**src/rtl/alarm_pkg.sv**
```systemverilog
// ---------------------------------------------------------------------------
// alarm_pkg
// Shared definitions for the alarm siren controller slice.
//   alarm_state_e    : controller states, fixed 3-bit encoding
//   DEF_ENTRY_DELAY  : default ticks between a trip and the siren sounding
//   DEF_SIREN_TIME   : default ticks the siren sounds before auto-silence
//   DEF_CNT_W        : default timing counter width
// ---------------------------------------------------------------------------
package alarm_pkg;

  typedef enum logic [2:0] {
    DISARMED = 3'd0,
    ARMED    = 3'd1,
    ENTRY    = 3'd2,
    SIREN    = 3'd3,
    SILENCED = 3'd4
  } alarm_state_e;

  localparam int DEF_ENTRY_DELAY = 10;
  localparam int DEF_SIREN_TIME  = 30;
  localparam int DEF_CNT_W       = 8;

endpackage

```
**src/rtl/alarm_siren_ctrl_if.sv**
```systemverilog
// ---------------------------------------------------------------------------
// alarm_siren_ctrl_if
// Signal bundle between the alarm gate / panel side and the siren controller.
//   Tick        : timebase strobe, one clock wide
//   Alarm_State : upstream gate output, high when armed and an entry is open
//   Enable      : arm switch
//   Siren       : siren drive
//   Pending     : entry-delay countdown in progress
//   Tripped     : latched alarm memory
//   Count       : ticks remaining in the current timed state, else 0
// Modports: master drives the inputs and observes the outputs; slave is the
// controller itself.
// ---------------------------------------------------------------------------
interface alarm_siren_ctrl_if #(
  parameter int CNT_W = 8
);
  logic             Tick;
  logic             Alarm_State;
  logic             Enable;
  logic             Siren;
  logic             Pending;
  logic             Tripped;
  logic [CNT_W-1:0] Count;

  modport master (
    output Tick, Alarm_State, Enable,
    input  Siren, Pending, Tripped, Count
  );

  modport slave (
    input  Tick, Alarm_State, Enable,
    output Siren, Pending, Tripped, Count
  );
endinterface

```
**src/rtl/alarm_down_counter.sv**
```systemverilog
// ---------------------------------------------------------------------------
// alarm_down_counter
// Loadable down-counter that decrements on a strobe and saturates at zero.
//   Clock    : system clock, rising edge
//   Reset    : synchronous, active-high; clears the count
//   load     : load load_val this cycle (takes priority over dec)
//   load_val : value to load
//   dec      : decrement request; ignored when the count is already 0
//   count    : current count (registered)
//   one      : count == 1, lets the caller act on the final tick
// ---------------------------------------------------------------------------
module alarm_down_counter #(
  parameter int CNT_W = 8
) (
  input  logic             Clock,
  input  logic             Reset,
  input  logic             load,
  input  logic [CNT_W-1:0] load_val,
  input  logic             dec,
  output logic [CNT_W-1:0] count,
  output logic             one
);

  // NOTE: sequential state uses non-blocking assignments so every register
  // samples pre-edge values, independent of block evaluation order.
  always_ff @(posedge Clock) begin
    if (Reset) begin
      count <= '0;
    end else if (load) begin
      count <= load_val;
    end else if (dec && (count != '0)) begin
      count <= count - 1'b1;
    end
  end

  assign one = (count == CNT_W'(1));

endmodule

```
**src/rtl/alarm_siren_ctrl.sv**
```systemverilog
// ---------------------------------------------------------------------------
// alarm_siren_ctrl
// Turns the combinational alarm gate output into timed alarm behaviour:
// entry delay, siren on-time, silenced hold until the entry closes, and a
// latched alarm-memory flag. All timing counts Tick strobes.
//   Clock : system clock, rising edge
//   Reset : synchronous, active-high
//   bus   : alarm_siren_ctrl_if.slave
//           in : Tick, Alarm_State, Enable
//           out: Siren, Pending, Tripped, Count (all registered)
// Parameters: ENTRY_DELAY (0 = sound immediately), SIREN_TIME (>= 1),
//             CNT_W (must hold max(ENTRY_DELAY, SIREN_TIME)).
// ---------------------------------------------------------------------------
module alarm_siren_ctrl
  import alarm_pkg::*;
#(
  parameter int ENTRY_DELAY = DEF_ENTRY_DELAY,
  parameter int SIREN_TIME  = DEF_SIREN_TIME,
  parameter int CNT_W       = DEF_CNT_W
) (
  input logic               Clock,
  input logic               Reset,
  alarm_siren_ctrl_if.slave bus
);

  localparam logic [2:0] S_DISARMED = DISARMED;
  localparam logic [2:0] S_ARMED    = ARMED;
  localparam logic [2:0] S_ENTRY    = ENTRY;
  localparam logic [2:0] S_SIREN    = SIREN;
  localparam logic [2:0] S_SILENCED = SILENCED;

  localparam logic [CNT_W-1:0] ENTRY_LOAD = CNT_W'(ENTRY_DELAY);
  localparam logic [CNT_W-1:0] SIREN_LOAD = CNT_W'(SIREN_TIME);

  logic [2:0]       state_q, state_d;
  logic             tripped_q, tripped_d;
  logic             siren_q, pending_q;

  logic             cnt_load;
  logic [CNT_W-1:0] cnt_load_val;
  logic             cnt_dec;
  logic [CNT_W-1:0] count;
  logic             cnt_one;

  alarm_down_counter #(
    .CNT_W (CNT_W)
  ) u_counter (
    .Clock    (Clock),
    .Reset    (Reset),
    .load     (cnt_load),
    .load_val (cnt_load_val),
    .dec      (cnt_dec),
    .count    (count),
    .one      (cnt_one)
  );

  // Next-state logic. Every timed-state entry is a counter load, so a Tick
  // arriving on that same cycle is swallowed by the load. Exiting a timed
  // state on its final tick loads the next value (or 0) instead of
  // decrementing, so the count never goes through an intermediate value.
  always_comb begin
    // NOTE: every variable gets a default before any branch so no path can
    // leave it unassigned and infer a latch.
    state_d      = state_q;
    tripped_d    = tripped_q;
    cnt_load     = 1'b0;
    cnt_load_val = '0;
    cnt_dec      = 1'b0;

    if (!bus.Enable) begin
      // Disarm wins over all state logic; alarm memory is kept for the user.
      state_d  = S_DISARMED;
      cnt_load = 1'b1;
    end else begin
      case (state_q)
        S_DISARMED: begin
          state_d   = S_ARMED;
          tripped_d = 1'b0;
        end

        S_ARMED: begin
          if (bus.Alarm_State) begin
            cnt_load = 1'b1;
            if (ENTRY_DELAY == 0) begin
              state_d      = S_SIREN;
              cnt_load_val = SIREN_LOAD;
              tripped_d    = 1'b1;
            end else begin
              state_d      = S_ENTRY;
              cnt_load_val = ENTRY_LOAD;
            end
          end
        end

        // Alarm_State dropping does not cancel the countdown.
        S_ENTRY: begin
          if (bus.Tick) begin
            if (cnt_one) begin
              state_d      = S_SIREN;
              cnt_load     = 1'b1;
              cnt_load_val = SIREN_LOAD;
              tripped_d    = 1'b1;
            end else begin
              cnt_dec = 1'b1;
            end
          end
        end

        S_SIREN: begin
          if (bus.Tick) begin
            if (cnt_one) begin
              state_d  = S_SILENCED;
              cnt_load = 1'b1;
            end else begin
              cnt_dec = 1'b1;
            end
          end
        end

        // Hold until the entry closes so a door left open cannot retrigger.
        S_SILENCED: begin
          if (!bus.Alarm_State) begin
            state_d = S_ARMED;
          end
        end

        default: begin
          state_d  = S_DISARMED;
          cnt_load = 1'b1;
        end
      endcase
    end
  end

  // Outputs are decoded from the next state so they line up with the state
  // register rather than lagging it by a cycle.
  always_ff @(posedge Clock) begin
    if (Reset) begin
      state_q   <= S_DISARMED;
      siren_q   <= 1'b0;
      pending_q <= 1'b0;
      tripped_q <= 1'b0;
    end else begin
      state_q   <= state_d;
      siren_q   <= (state_d == S_SIREN);
      pending_q <= (state_d == S_ENTRY);
      tripped_q <= tripped_d;
    end
  end

  assign bus.Siren   = siren_q;
  assign bus.Pending = pending_q;
  assign bus.Tripped = tripped_q;
  assign bus.Count   = count;

endmodule
```
**src/flat_wrapper.sv**
```systemverilog
// flat-port wrapper written by rule: the top's interface ports become plain ports
module alarm_siren_ctrl_flat import alarm_pkg::*;
#(
  parameter int ENTRY_DELAY = DEF_ENTRY_DELAY,
  parameter int SIREN_TIME  = DEF_SIREN_TIME,
  parameter int CNT_W       = DEF_CNT_W
)
  (Clock, Reset, bus_Tick, bus_Alarm_State, bus_Enable, bus_Siren, bus_Pending, bus_Tripped, bus_Count);
  alarm_siren_ctrl_if #(.CNT_W(CNT_W)) bus_i ();
  input logic Clock;
  input logic Reset;
  input wire logic [$bits(bus_i.Tick)-1:0] bus_Tick;
  input wire logic [$bits(bus_i.Alarm_State)-1:0] bus_Alarm_State;
  input wire logic [$bits(bus_i.Enable)-1:0] bus_Enable;
  output wire logic [$bits(bus_i.Siren)-1:0] bus_Siren;
  output wire logic [$bits(bus_i.Pending)-1:0] bus_Pending;
  output wire logic [$bits(bus_i.Tripped)-1:0] bus_Tripped;
  output wire logic [$bits(bus_i.Count)-1:0] bus_Count;
  assign bus_i.Tick = bus_Tick;
  assign bus_i.Alarm_State = bus_Alarm_State;
  assign bus_i.Enable = bus_Enable;
  assign bus_Siren = bus_i.Siren;
  assign bus_Pending = bus_i.Pending;
  assign bus_Tripped = bus_i.Tripped;
  assign bus_Count = bus_i.Count;
  alarm_siren_ctrl #(.ENTRY_DELAY(ENTRY_DELAY), .SIREN_TIME(SIREN_TIME), .CNT_W(CNT_W)) u_core (.Clock(Clock), .Reset(Reset), .bus(bus_i));
endmodule
```
**config.mk**
```make
export PLATFORM = sky130hd
export DESIGN_NAME = alarm_siren_ctrl_flat
export DESIGN_NICKNAME = d
export VERILOG_FILES = /design/src/rtl/alarm_pkg.sv /design/src/rtl/alarm_siren_ctrl_if.sv /design/src/rtl/alarm_down_counter.sv /design/src/rtl/alarm_siren_ctrl.sv /design/src/flat_wrapper.sv
export SDC_FILE = /design/constraint.sdc
export NUM_CORES = 1
export LEC_CHECK = 0
export ABC_AREA = 1
export CORE_MARGIN = 8
export CORE_UTILIZATION = 45
export DETAILED_ROUTE_END_ITERATION = 6
export PLACE_DENSITY = 0.76
export SLEW_MARGIN = 20
export SYNTH_ARGS = -nofsm -noshare
export SYNTH_HDL_FRONTEND = slang
export SYNTH_SLANG_ARGS = --single-unit
```
**constraint.sdc**
```tcl
create_clock -name Clock -period 1.45 [get_ports Clock]
set_input_delay 0.435 -clock Clock [delete_from_list [all_inputs] [get_ports Clock]]
set_output_delay 0.435 -clock Clock [all_outputs]
set_load 0.02 [all_outputs]
```
==> out/summary.txt, run 1 <==
WP data required: 1.67 ns
Synth Cell Area: 0.00101 mm^2
WP buf/inv: 3
Least-Margin Pin Slew: 0.247 ns
Pins over their slew limit: 0
Critical path arrival: 1.65 ns
Starting Density: 0.467
WL/cell: 13.3 um
Critical path type: in2reg
Leak: 0.704 nW
Total number of vias: 1059
First DRT Iteration DRCs: 32
Share of layout cells above drive strength 1: 0.402
Mux contribution to synthesized area: 0
IO buf count: 15
XOR/XNOR Fraction of Synth Area: 0.0259
Post-Route Skew: 0.00413 ns
Leading cell types in the layout, fill and taps excluded: 27 x nand2_1, 22 x nor2_1, 18 x buf_4
Initial antenna violation count: 0
Max-capacitance violation count: 0
Int Power: 0.000682 W
Worst skew pair latency: 0.29 ns
Total CTS buffers: 3
Final setup viols: 0
Reg2reg path depth: 11
CP Launch Type: primary input
Largest area contributor in the netlist: dfxtp_1
Reg power frac: 0.407
Finished Layout Cells: 212
Area delta synth->final: 41.1%
Tot GR Track Use: 0.143
CP top delay family: buffers and inverters
Die height: 63.5 um
H-tree depth: 1
Critical path's largest stage delay: 0.47 ns
Synth area leaders: dfxtp_1 28%, nand2_1 11%, nor2_1 9.3%
Critical Path Stages: 7
Ports: 16
RSZ-0062 raised after global routing: yes
Crit path from: bus_Alarm_State
Area of the core: 0.00217 mm^2
Final Hold Vio Count: 0
Main combinational cell family by area after synthesis: simple AND/OR/NAND/NOR gates
Syn nets: 154
Total gr overflow: 0
Die Wd: 63.5 um
Root buf cell: clkbuf_4
Minimum clock period: 1.43 ns
Pwr dens: 711 mW/mm^2
Setup TNS: 0 ns
Max IR drop VDD: 605 uV
Clock Sinks: 14
Slew headroom: 0.834
R2R Path Start: u_core.u_counter.count[3]$_SDFFE_PP0P_
CTS tree: done
Placer congestion estimate: 0.888
Antenna-violating nets left: 0
Hold path startpoint: u_core.bus.Tripped$_SDFFE_PP0P_
Status: finished, final reports clean
Simple-gate portion of the synthesized area: 0.511
Crit path cell chain: clkdlybuf4s50_1 > buf_4 > nand4_1 > buf_4 > a21oi_2 > nor2_1 > nor2_1
CP max-delay cell: clkdlybuf4s50_1
Crit end category: register
Mean Syn Cell Area: 6.94 um^2
Die area: 0.00403 mm^2
Row count: 17
Drt drc: 0
Top-area cell type share of the netlist area: 0.277
Via-to-Cell Ratio: 5.00
DRT Pass-1 Iters: 4
Fmax: 700 MHz
Total wire length: 2820 um
Clock network fraction of design power: 0.284
Max FO, Critical Path: 2
Area fraction in compound gates after synthesis: 0.0716
CTS Hold Bufs: 0
Comb pwr share: 0.309
Vias in the first global route: 1099
Yosys Warn Count: 0
Seq/Total Area, Yosys: 0.277
Flops & latches, synth: 14
Diode count: 0
Mapped Cells: 146
Pin count of the biggest net entering global routing: 9
Switching part of the total: 0.330
Hold Path Depth: 2
Synth unique cells: 26
First-pass GRT wire length: 4730 um
Most common cell after layout, fill and taps aside: nand2_1
CTS max path bufs: 2
Inst Count DP: 206
Synth Area in Adders: 0.0370
Final period util: 0.985
Sw power: 0.000336 W
Post-layout net count: 193
Hold Crit Class: reg2reg
Post-DP HPWL: 2080 um
Clock slew at reported path FFs: 0.09 ns
## worst paths after layout
| check | end | slack (ns) |
|---|---|---|
| setup / recovery | u_core.u_counter.count[1]$_SDFFE_PP0P_ | 0.02 |
| hold / removal | u_core.bus.Tripped$_SDFFE_PP0P_ | 0.52 |
| setup reg to reg | u_core.u_counter.count[3]$_SDFFE_PP0P_ | 0.03 |
| hold reg to reg | u_core.bus.Tripped$_SDFFE_PP0P_ | 0.52 |
## per-layer routing
layer	wire length, um	global-route usage
met3	137	0.0548
met4	62	0.0752
met2	1550	0.246
met5	0	0
met1	1070	0.145
## kinds of logic after synthesis
family | after synthesis
flops | 14
fa+ha+maj | 3
compound gates | 13
buf+inv | 21
xor+xnor | 3
simple gates | 92
## cells in the mapped netlist
cell type and number:
nand2_1 30, nor2_1 25, inv_1 17, dfxtp_1 14
nand3_1 10, a21oi_1 5, nand2_4 5, nor2_4 5
inv_2 4, o21ai_1 4, ha_1 3, nand2_2 3
nand4_1 3, nor2_2 3, xor2_1 3, nor3_2 2
a21oi_2 1, nand3_2 1, nand3_4 1, nand3b_1 1
nand4_2 1, nor2_8 1, nor3_1 1, o21ai_0 1
o21bai_1 1, o22ai_1 1
## stage by stage
| stage | hold WS (ns) | power (W) | area, um^2 | util | worst slack (ns) |
|---|---|---|---|---|---|
| after floorplan | 0.504 | 0.000608 | 1020 | - | 0.00846 |
| after global placement | 0.451 | 0.000717 | 1330 | 0.612 | -0.392 |
| after detailed placement | 0.493 | 0.000725 | 1330 | 0.612 | -0.439 |
| after CTS | 0.511 | 0.00101 | 1370 | 0.629 | 0.000643 |
| after global routing | 0.550 | 0.00107 | 1430 | 0.659 | -0.0660 |
| final | 0.515 | 0.00102 | 1430 | 0.659 | 0.0214 |
## sequential cells by signal, summed over array words and instances, names as in the netlist
register	flops
u_core.u_counter.count	8
u_core.state_q	3
u_core.bus.Pending	1
u_core.bus.Siren	1
u_core.bus.Tripped	1
## power groups by stage
stage | Clock (W) | Combinational [W] | Sequential, W
2_1_floorplan | 0 | 0.000168 | 0.000441
3_3_place_gp | 0 | 0.000296 | 0.000421
3_5_place_dp | 0 | 0.000303 | 0.000422
4_1_cts | 0.000295 | 0.000297 | 0.000413
5_1_grt | 0.000313 | 0.000345 | 0.000416
6_report | 0.000289 | 0.000315 | 0.000414
## worst reg2reg max path, stage by stage (launching register included)
cell     delay [ns]
dfxtp_2        0.33
buf_6          0.12
nor2_4         0.17
nand2_4        0.11
inv_2          0.08
nand2_4        0.07
nand2_4        0.06
nor2_4         0.05
nor2_4         0.16
nand2_1        0.08
nand2_1        0.06
nor2_1         0.04
## cell type report
cell class                 instances  area, um^2
clock buffer                       4        36.3
fill                             193         739
inverter                          21        81.3
multi-input combinational        111         722
sequential                        14         288
tap                               28        35.0
timing repair buffer              34         268
## what timing repair did
action,4_1_cts,5_1_grt
setup endpoints to repair,19,18
setup buffers,0,2
pin swaps,2,14
gates cloned,0,0
gates resized for setup,20,29
(Power assumes the default switching activity.)
==> run 2, diff against run 1 <==
Settings changed: CORE_UTILIZATION 45 to 40, PLACE_DENSITY 0.76 to 0.69.
==> run 2 against run 1 <==
  * Clock-buffer cell count decreased by 1
  * First-iteration DRC count increased by 22%
  * Sequential cell count unchanged
  * Wire length decreased by 3.0%
  * Non-clock buffer count unchanged
  * Combinational power increased by 1%
  * Largest cell class unchanged
  * Highest routed layer unchanged
==> out/summary.txt, run 2 (synthesis gave the netlist of run 1 again) <==
Max FFs per register: 8 (unchanged)
Pin count of the biggest net entering global routing: 8 (was 9)
Ports: 16 (unchanged)
Hold Crit Class: reg2reg (unchanged)
Critical path's largest stage delay: 0.35 ns (was 0.47 ns)
Crit end category: register (unchanged)
Area delta synth->final: 44.3% (was 41.1%)
Die height: 66.3 um (was 63.5 um)
Largest register by flop count: u_core.u_counter.count (unchanged)
First DRT Iteration DRCs: 39 (was 32)
WL/cell: 12.8 um (was 13.3 um)
Root buf cell: clkbuf_4 (unchanged)
Worst skew pair latency: 0.29 ns (about the same)
Most common cell after layout, fill and taps aside: nand2_1 (unchanged)
Pwr dens: 670 mW/mm^2 (was 711 mW/mm^2)
First-pass GRT wire length: 4270 um (was 4730 um)
Total number of vias: 1070 (was 1059)
Crit path cell chain: buf_6 > nor2_4 > nand2_4 > inv_2 > nand2_4 > nand2_4 > nor2_4 > nor2_4 > nand2_1 > nand2_1 > nor2_1 (was clkdlybuf4s50_1 > buf_4 > nand4_1 > buf_4 > a21oi_2 > nor2_1 > nor2_1)
Max FO, Critical Path: 5 (was 2)
Die Wd: 66.3 um (was 63.5 um)
Critical path arrival: 1.63 ns (was 1.65 ns)
Final setup viols: 0 (unchanged)
H-tree depth: 1 (unchanged)
Status: finished, final reports clean (unchanged)
CP Launch Type: register (was primary input)
Number of fill cells in the layout: 220 (was 193)
Via-to-Cell Ratio: 5.02 (was 5.00)
Fmax: 698 MHz (was 700 MHz)
Reg2reg path depth: 11 (unchanged)
Vias in the first global route: 978 (was 1099)
Antenna-violating nets left: 0 (unchanged)
Tot GR Track Use: 0.122 (was 0.143)
Max-capacitance violation count: 0 (unchanged)
Clock slew at reported path FFs: 0.10 ns (was 0.09 ns)
Post-Route Skew: 0.00584 ns (was 0.00413 ns)
WP buf/inv: 2 (was 3)
DRT Pass-1 Iters: 4 (unchanged)
Top Registers: u_core.u_counter.count x8, u_core.state_q x3 (unchanged)
CTS max path bufs: 2 (unchanged)
Clock Sinks: 14 (unchanged)
Post-layout net count: 193 (unchanged)
Final Hold Vio Count: 0 (unchanged)
CP max-delay cell: dfxtp_2 (was clkdlybuf4s50_1)
IO buf count: 15 (unchanged)
Row count: 18 (was 17)
Drt drc: 0 (unchanged)
Critical path type: reg2reg (was in2reg)
Initial antenna violation count: 0 (unchanged)
Total wire length: 2740 um (was 2820 um)
Total CTS buffers: 3 (unchanged)
Area of the core: 0.00243 mm^2 (was 0.00217 mm^2)
Sequential Area: 287 um^2 (was 288 um^2)
CP top delay family: simple AND/OR/NAND/NOR gates (was buffers and inverters)
Post-DP HPWL: 1970 um (was 2080 um)
Slew headroom: 0.791 (was 0.834)
Multi-input gate area: 748 um^2 (was 722 um^2)
Die area: 0.00440 mm^2 (was 0.00403 mm^2)
Leak: 0.698 nW (was 0.704 nW)
Diode count: 0 (unchanged)
Final period util: 0.988 (was 0.985)
Least-Margin Pin Slew: 0.312 ns (was 0.247 ns)
RSZ-0062 raised after global routing: yes (unchanged)
CTS tree: done (unchanged)
Share of layout cells above drive strength 1: 0.393 (was 0.402)
Leading cell types in the layout, fill and taps excluded: 27 x nand2_1, 23 x nor2_1, 18 x buf_4 (was 27 x nand2_1, 22 x nor2_1, 18 x buf_4)
Total gr overflow: 0 (unchanged)
Starting Density: 0.417 (was 0.467)
Util after Layout: 0.601 (was 0.659)
CTS Hold Bufs: 0 (unchanged)
Max IR drop VDD: 440 uV (was 605 uV)
WP data required: 1.65 ns (was 1.67 ns)
Pins over their slew limit: 0 (unchanged)
Placer congestion estimate: 0.853 (was 0.888)
Hold Path Depth: 2 (unchanged)
Critical Path Stages: 11 (was 7)
Setup TNS: 0 ns (unchanged)
Minimum clock period: 1.43 ns (about the same)
[run 2: changes by cell type in the layout (fill, tap and decap cells not counted), moves of 2 or more]
cell / delta
clkbuf_2: -3
clkdlybuf4s15_1: +4
inv_2: +2
dlygate4sd2_1: -2
nor2_2: -2
[run 2: final cells by class]
type / instances / share of cell area
multi-input cells: 111 / 0.512
repair buffers: 34 / 0.198
flip-flops and latches: 14 / 0.196
inverters: 21 / 0.0539
well taps: 30 / 0.0257
clock buffers: 3 / 0.0154
[run 2: power breakdown]
part           switching, W  leakage (nW)  internal [W]
clock network      0.000149        0.0138     0.0000968
registers         0.0000158         0.116      0.000399
logic              0.000184         0.569      0.000135
total              0.000349         0.698      0.000631
[run 2: path summary, 6_finish.rpt]
kind                                                        startpoint                                endpoint  slack [ns]
worst max register to register  u_core.u_counter.count[3]$_SDFFE_PP0P_  u_core.u_counter.count[4]$_SDFFE_PP0P_        0.02
worst min register to register         u_core.bus.Tripped$_SDFFE_PP0P_         u_core.bus.Tripped$_SDFFE_PP0P_        0.51
worst min-delay path                   u_core.bus.Tripped$_SDFFE_PP0P_         u_core.bus.Tripped$_SDFFE_PP0P_        0.51
worst max-delay path            u_core.u_counter.count[3]$_SDFFE_PP0P_  u_core.u_counter.count[4]$_SDFFE_PP0P_        0.02
[run 2: repair_timing]
action | CTS | global route
pin swaps | 0 | 17
resized for setup | 22 | 31
endpoints found under the setup margin | 19 | 20
setup buffers | 0 | 2
[run 2: stage by stage]
stage          worst slack, ns  power [W]  instances  hold slack [ns]  instance area (um^2)
6_report                0.0178   0.000980        213            0.509                  1460
5_1_grt                -0.0528    0.00103        213            0.545                  1460
4_1_cts                0.00184   0.000950        211            0.500                  1360
3_5_place_dp            -0.444   0.000717        208            0.484                  1330
3_3_place_gp            -0.399   0.000714        208            0.450                  1330
2_1_floorplan          0.00846   0.000608        146            0.504                  1020
[run 2: routing by layer]
| layer | GRT usage | up-vias | part of all wire | routed length (um) |
|---|---|---|---|---|
| li1 | - | 543 | - | - |
| met1 | 0.134 | 499 | 0.42 | 1160 |
| met2 | 0.209 | 23 | 0.51 | 1390 |
| met3 | 0.0407 | 5 | 0.056 | 152 |
| met4 | 0.0507 | 0 | 0.014 | 38 |
| met5 | 0 | - | 0 | 0 |
[run 2: worst min-delay path: stages (launching register included)]
cell	delay (ns)
dfxtp_1	0.36
a21oi_1	0.05
nor2_1	0.07
==> run 3, diff against run 2 <==
Settings changed: SLEW_MARGIN 20 to 15.
==> results of run 3 <==
The final DEF is identical to that of run 2; final timing and power are the same.
